**src/rtl/klotski_pkg.sv**
```systemverilog
// Shared board/mask/target types for the Klotski solver blocks (MoveNum and solve_scheduler).
package klotski_pkg;

   localparam int NUM_TILES = 15;

   typedef logic [3:0]             tile_t;
   typedef logic [3:0][3:0][3:0]   board_t;   // [row][col] -> tile, 0 = blank
   typedef logic [3:0][3:0]        mask_t;    // [row][col] -> cell is final
   typedef logic [1:0][1:0]        target_t;  // {row, col}

   // Tile n lives at row (n-1)/4, column (n-1)%4 in the solved board.
   function automatic target_t tile_target(input tile_t n);
      tile_t idx;
      idx = n - 4'd1;
      return {idx[3:2], idx[1:0]};
   endfunction

endpackage

```
**src/rtl/step_watchdog.sv**
```systemverilog
// Per-step cycle counter; flags the cycle in which the count would reach TIMEOUT_CYCLES.
module step_watchdog #(
   parameter int TIMEOUT_CYCLES = 4095
) (
   input  logic clk,
   input  logic rst_n,
   input  logic clear,
   input  logic enable,
   output logic expired
);

   localparam int          W     = $clog2(TIMEOUT_CYCLES + 1);
   localparam logic [W-1:0] MAX   = W'(TIMEOUT_CYCLES);
   localparam logic [W-1:0] LIMIT = W'(TIMEOUT_CYCLES - 1);

   logic [W-1:0] count;

   always_ff @(posedge clk or negedge rst_n) begin
      if (!rst_n)
         count <= '0;
      else if (clear)
         count <= '0;
      else if (enable && count != MAX)
         count <= count + 1'b1;
   end

   // The increment taken this cycle brings the count to TIMEOUT_CYCLES.
   assign expired = enable && (count >= LIMIT);

endmodule

```
**src/rtl/solve_scheduler.sv**
```systemverilog
// Sequences MoveNum over tiles 1..NUM_STEPS, skipping tiles already home and guarding each step.
module solve_scheduler
   import klotski_pkg::*;
#(
   parameter int TIMEOUT_CYCLES = 4095,
   parameter int NUM_STEPS      = 15
) (
   input  logic       i_clk,
   input  logic       i_rst_n,
   input  logic       i_start,
   input  board_t     i_klotski,
   output logic       o_mv_start,
   output board_t     o_mv_klotski,
   output mask_t      o_mv_mask,
   output target_t    o_mv_target,
   output logic [3:0] o_mv_number,
   input  board_t     i_mv_klotski,
   input  logic       i_mv_finished,
   output board_t     o_klotski,
   output logic [3:0] o_step,
   output logic       o_busy,
   output logic       o_done,
   output logic       o_error
);

   typedef enum logic [2:0] {S_IDLE, S_ISSUE, S_WAIT, S_CHECK, S_DONE, S_ERROR} state_t;

   localparam logic [3:0] STEP_LAST = 4'(NUM_STEPS - 1);

   state_t     state, state_nxt;
   board_t     board;
   mask_t      mask;
   logic [3:0] step;
   logic [3:0] number;
   target_t    target;
   logic       placed, last;
   logic       load_start, load_mv, advance, mark, step_inc, mv_start;
   logic       wd_clear, wd_en, wd_expired;

   assign number = step + 4'd1;
   assign target = tile_target(number);
   assign placed = (board[target[1]][target[0]] == number);
   assign last   = (step == STEP_LAST);

   step_watchdog #(.TIMEOUT_CYCLES(TIMEOUT_CYCLES)) u_wd (
      .clk     (i_clk),
      .rst_n   (i_rst_n),
      .clear   (wd_clear),
      .enable  (wd_en),
      .expired (wd_expired)
   );

   always_comb begin
      state_nxt  = state;
      load_start = 1'b0;
      load_mv    = 1'b0;
      advance    = 1'b0;
      mark       = 1'b0;
      step_inc   = 1'b0;
      mv_start   = 1'b0;
      wd_clear   = 1'b0;
      wd_en      = 1'b0;
      case (state)
         S_IDLE, S_ERROR: begin
            if (i_start) begin
               load_start = 1'b1;
               state_nxt  = S_ISSUE;
            end
         end
         S_ISSUE: begin
            if (placed) begin
               advance = 1'b1;
            end else begin
               mv_start  = 1'b1;
               wd_clear  = 1'b1;
               state_nxt = S_WAIT;
            end
         end
         S_WAIT: begin
            wd_en = 1'b1;
            // A finish arriving in the expiry cycle still counts as success.
            if (i_mv_finished) begin
               load_mv   = 1'b1;
               state_nxt = S_CHECK;
            end else if (wd_expired) begin
               state_nxt = S_ERROR;
            end
         end
         S_CHECK: begin
            if (placed) advance   = 1'b1;
            else        state_nxt = S_ERROR;
         end
         S_DONE:  state_nxt = S_IDLE;
         default: state_nxt = S_IDLE;
      endcase

      if (advance) begin
         mark = 1'b1;
         if (last) begin
            state_nxt = S_DONE;
         end else begin
            step_inc  = 1'b1;
            state_nxt = S_ISSUE;
         end
      end
   end

   always_ff @(posedge i_clk or negedge i_rst_n) begin
      if (!i_rst_n) begin
         state <= S_IDLE;
         board <= '0;
         mask  <= '0;
         step  <= '0;
      end else begin
         state <= state_nxt;
         if (load_start) begin
            board <= i_klotski;
            mask  <= '0;
            step  <= '0;
         end else if (load_mv) begin
            board <= i_mv_klotski;
         end
         // Once every tile is home the blank cell is settled too.
         if (mark) begin
            if (last) mask <= '1;
            else      mask[target[1]][target[0]] <= 1'b1;
         end
         if (step_inc)
            step <= step + 4'd1;
      end
   end

   assign o_mv_start   = mv_start;
   assign o_mv_klotski = board;
   assign o_mv_mask    = mask;
   assign o_mv_target  = target;
   assign o_mv_number  = number;
   assign o_klotski    = board;
   assign o_step       = step;
   assign o_busy       = (state == S_ISSUE) || (state == S_WAIT) || (state == S_CHECK);
   assign o_done       = (state == S_DONE);
   assign o_error      = (state == S_ERROR);

endmodule

```
**config.mk**
```make
export PLATFORM = sky130hd
export DESIGN_NAME = solve_scheduler
export DESIGN_NICKNAME = d
export VERILOG_FILES = /design/src/rtl/klotski_pkg.sv /design/src/rtl/step_watchdog.sv /design/src/rtl/solve_scheduler.sv
export SDC_FILE = /design/constraint.sdc
export NUM_CORES = 1
export LEC_CHECK = 0
export BUFFER_PORTS_ARGS = -buffer_cell sky130_fd_sc_hd__buf_2
export CAP_MARGIN = 20
export CORE_MARGIN = 1
export CORE_UTILIZATION = 52
export CTS_CLUSTER_SIZE = 24
export DETAILED_ROUTE_END_ITERATION = 8
export PLACE_DENSITY_LB_ADDON = 0.2
export REMOVE_ABC_BUFFERS = 1
export SLEW_MARGIN = 20
export SYNTH_ARGS = -nofsm -noshare
export SYNTH_HDL_FRONTEND = slang
export SYNTH_HIERARCHICAL = 1
export SYNTH_SLANG_ARGS = --single-unit
```
**constraint.sdc**
```tcl
create_clock -name i_clk -period 11.1 [get_ports i_clk]
set_input_delay 1.11 -clock i_clk [delete_from_list [all_inputs] [get_ports i_clk]]
set_output_delay 1.11 -clock i_clk [all_outputs]
set_load 0.1 [all_outputs]
```
* Yosys cells after proc, flatten, opt, wreduce, memory -nomap -nowiden
Cells that the tools add are included.
** Storage, ports and cells
- Register bits after elaboration :: 99
- Input port bits :: 132
- Output and inout port bits :: 160
- Logic and storage cells :: 94
** Operators by class
- Add/subtract/negate cells :: 3
- Magnitude comparators :: 5
- Eq/ne operators :: 12
- Mux-type cells :: 37
- Bitwise logic cells :: 1
- Reductions and logical operators :: 13
** Operator list (count)
- $mux 64 :: 2
- $mux 16 :: 4
- $bmux 16 s2 :: 1
- $mux 12 :: 2
- $mux 3 :: 7
- $mux 4 :: 4
- $or 16x16->16 :: 1
- $mux 1 :: 13
- $add 12x1->12 const B :: 1
- $ge 12x12->1 const B :: 1
- $ne 12x12->1 const B :: 1
- $pmux 3 s4 :: 1
- $ne 3x3->1 const B :: 3
- $bmux 4 s2 :: 1
- $demux 4 s2 :: 1
- $eq 3x2->1 const B :: 2
- $eq 3x3->1 const B :: 2
- $lt 2x3->1 const B :: 2
- $reduce_bool 2->1 :: 3
- $add 4x1->4 const B :: 1
- $eq 4x4->1 :: 1
- $eq 4x4->1 const B :: 1
- $ge 2x1->1 const B :: 2
- $logic_and 1x1->1 :: 4
- other kinds (8) :: 10

* Depth between registers and ports, before layout
- Depth in word-level cells :: 11
- Depth in mapped cells :: 15
- Mapped depth without buffers :: 13

* Modules after synthesis
The synthesis kept the hierarchy.
** By module, submodules not included
- solve_scheduler :: times used 1, cells each 622, area an instance 5636.7 µm², sequential area each 2177.1 µm²
- step_watchdog :: times used 1, cells each 74, area an instance 715.7 µm², sequential area each 300.3 µm²

* Worst setup path after synthesis
No wires, ideal clock.
- Path kind :: reg2out
- From :: register step[0], in the netlist o_step[0]
- To :: output port o_mv_start
- Arrival time :: 7089 ps
- Required time :: 9990 ps
- Path slack :: 2901 ps
- Cell stages (with the launch flop) :: 13
- Buffers on the path :: 2
- Cells stage by stage :: dfrtp_1 > buf_2 > inv_1 > ha_1 > buf_2 > xor2_1 > nand2_1 > o21ai_0 > o32a_1 > a2111o_1 > or3_1 > nand3b_1 > nor2_1
** RTL lines
- start: declaration :: RTL line solve_scheduler.sv:33 : logic [3:0] step;
- start signal: assignment :: RTL line solve_scheduler.sv:129 : step <= step + 4'd1;
- end: declaration :: RTL line solve_scheduler.sv:12 : output logic o_mv_start,

* Worst setup path in the final report
- From :: register step[0], in the netlist o_step[0]
- To :: output port o_mv_start
** On the way
- Word-level cells in the longest chain between the ends :: 9
** Ends and longest elaborated chain
- $add 4x1->4 (*) :: RTL line solve_scheduler.sv:40 : assign number = step + 4'd1;
- $sub 4x1->4 :: RTL line klotski_pkg.sv:14 : idx = n - 4'd1;
- $bmux 16 s2 :: RTL line solve_scheduler.sv:42 : assign placed = (board[target[1]][target[0]] == number);
- $mux 16 (implied by the code) :: RTL line solve_scheduler.sv:42
- $bmux 4 s2 :: RTL line solve_scheduler.sv:42
- $mux 4 (implied by the code) :: RTL line solve_scheduler.sv:42
- $eq 4x4->1 (*) :: RTL line solve_scheduler.sv:42
- $mux 1 (*) :: RTL line solve_scheduler.sv:71 : if (placed) begin
- $mux 1 (*) :: RTL line solve_scheduler.sv:63 : case (state)
Mark *: on every way between the ends. The rest lies on a longest branch, timed or not. The select of a mux whose other input is x is not followed.

==> run metrics <==
Fmax achieved 155 MHz; Slew Limit Fails 0; CP max stage delay roughly 0.95 ns; CTS tree done; root buffer selected by CTS clkbuf_16; Ys Warns 6; DIE AREA around 13000 sq um; main flop type after synthesis dfrtp_1; first-iteration detailed-routing DRC count 332; CTS sink cnt 99; number of global-route vias before repair 5361; # nets final 1031; clock-pin slew on the worst setup and hold paths 0.06 ns; DR WL/cell 17.3 um; cell count after synthesis 696; fin cells about 1000; Routability Congestion 0.867; arrival time worst endpoint 5.35 ns; via density per instance between 5 and 6; final instance area 7690 sq um; hold buffers post-CTS 0; Synth Register Bits 99; critical path fanouts, max 27; final wirelength 18000 um; setup tns final 0 ns; Avg Synthesized Cell Area 9.13 sq um; Seq/Total Area, Yosys 0.390; Post-CTS Setup Repair Bufs 0; n_diodes 0; total congestion overflow 0; Top Layer Used met4; CTS Buf Count 9; Starting Density 0.531; Inst Count DP 1028; RSZ-0062 raised after global routing false; # port buffers between 200 and 300; post-CTS sizing 0; worst slack, placed 4.98 ns; Slowest-stage cell, CP ha_1; H-tree levels 3; Fin. Hold Viols 0; DP HPWL 13500 um; initial antenna violation count 0; Worst-Margin Slew 0.996 ns; startpoint types flop; Area growth, synth to finish 21.1%; Met3 Wirelength 940 um; Worst-Skew Late Latency 0.35 ns; met2 wire length 9090 um; maximum clock insertion buffer count 2; Post-synth EDFFs 0; Die W 113 um; share of cells above drive strength 1 0.378; final worst path period share 0.582; row cnt 40; die height approximately 110 um; Min-Delay Path Class flop to flop; most common cell after layout, fill and taps aside buf_2; Slew headroom 0.336; status completed; vias 5685; first-pass GRT wire length 28000 um; largest net degree at the start of global routing 79; Initial DRT Pass Iterations 4; Ports ~290; met1 wire length 7730 um; Worst Skew 0.00319 ns; Final Setup Violations 0; Post-route DRC 0; core area between 10000 and 15000 sq um; CP Data Required Time 9.99 ns; commonest cells after routing, fill and taps aside 290 x buf_2, 98 x dfrtp_1, 97 x nand2_1; library cells used by synthesis between 70 and 80; Crit Path Class flop to primary output; max_cap viols 0; Post-synth ARST share 1.00; Total GRT Usage 0.286; Crit. End Element primary output; crit path time final 6.46 ns; post-layout worst setup margin 4.64 ns; Placed Area 7320 sq um; residual antenna-violating net count after detailed routing 0; crit path cell chain inv_1, ha_1, and2_1, o211ai_1, a32oi_4, o22ai_1, xor2_1, a2111o_1, or3_1, nand3b_1, nor2_1, buf_4, buf_2; Cell Area, Synth roughly 6400 sq um
## layer usage
layer,vias to the layer above,global-route usage
met5,-,0
met4,0,0.0898
met3,23,0.0589
met2,190,0.487
met1,2705,0.365
li1,2767,-
## critical path, delay by kind of cell, from the launching register on
kind,cells,cell delay (ns)
AND/OR/NAND/NOR,4,0.87
XOR/XNOR,1,0.16
flip-flops,1,0.93
buffers and inverters,3,0.87
AO/OA/AOI/OAI,4,1.20
adder cells (fa/ha/maj),1,0.95
## synthesized netlist by cell type, drive strengths merged (2+ instances only)
library cell   n  share of area
dfrtp         99           0.39
a21oi         26          0.020
o221ai         2         0.0028
and3           4         0.0039
a32oi          3         0.0071
or4            3         0.0041
nand3         13          0.011
nor3           7         0.0055
nor2b          4         0.0039
nand3b         5         0.0059
ha             6          0.012
xnor2          8          0.012
o32ai          2         0.0028
o22ai          2         0.0020
or2            3         0.0030
or3            4         0.0039
and2           7         0.0071
buf           79          0.093
nand2         99          0.060
o31ai          7          0.011
clkbuf        30          0.018
o2111ai        3         0.0041
nand2b        13          0.013
mux2i         80           0.13
o211ai         4         0.0069
inv           16         0.0095
o21ai         92          0.072
a211o          3         0.0041
and3b          2         0.0028
a211oi         3         0.0035
xor2           3         0.0041
nand4          3         0.0039
mux2           3         0.0053
mux4           4          0.014
nor2          32          0.019
## registers in the layout, summed over array words and instances, names as in the netlist
signal      flops
u_wd/count     12
o_klotski      64
state           3
o_mv_mask      16
o_step          4
## layout make-up
class	count	area, sq um
timing repair buffer	295	1510
sequential	99	2480
clock inverter	4	97.6
inverter	17	63.8
tap	147	184
multi-input combinational	471	3120
fill	1001	4270
clock buffer	12	246
## through the flow
stage	hold WS, ns	utilization
final	0.473	0.643
after floorplan	0.529	-
after global placement	0.463	0.612
after detailed placement	0.466	0.612
after CTS	0.480	0.641
after global routing	0.510	0.643
## kinds of logic (layout without fill, tap and decap cells)
logic type               after synthesis  after routing  synth area share
adder cells (fa/ha/maj)                6              6            0.0118
flip-flops                            99             99             0.390
AND/OR/NAND/NOR                      205            205             0.155
AO/OA/AOI/OAI                        162            162             0.160
buffers and inverters                126            328             0.121
multiplexers                          87             87             0.146
XOR/XNOR                              11             11            0.0163
## final timing paths
| check | cells after the start | slack [ns] | to | startpoint |
|---|---|---|---|---|
| max in group asynchronous | 2 | 9.20 | o_step[2] | i_rst_n |
| setup reg to reg | 11 | 5.84 | o_step[1] | o_step[0] |
| setup / recovery | 13 | 4.64 | o_mv_start | o_step[0] |
| hold / removal | 2 | 0.47 | o_mv_mask[10] | o_mv_mask[10] |
| hold reg to reg | 2 | 0.47 | o_mv_mask[10] | o_mv_mask[10] |
| min in group asynchronous | 1 | 0.75 | o_klotski[62] | i_rst_n |
Power is not shown: default switching activity piles up to over one toggle a cycle in this logic, so the estimate is an artifact.
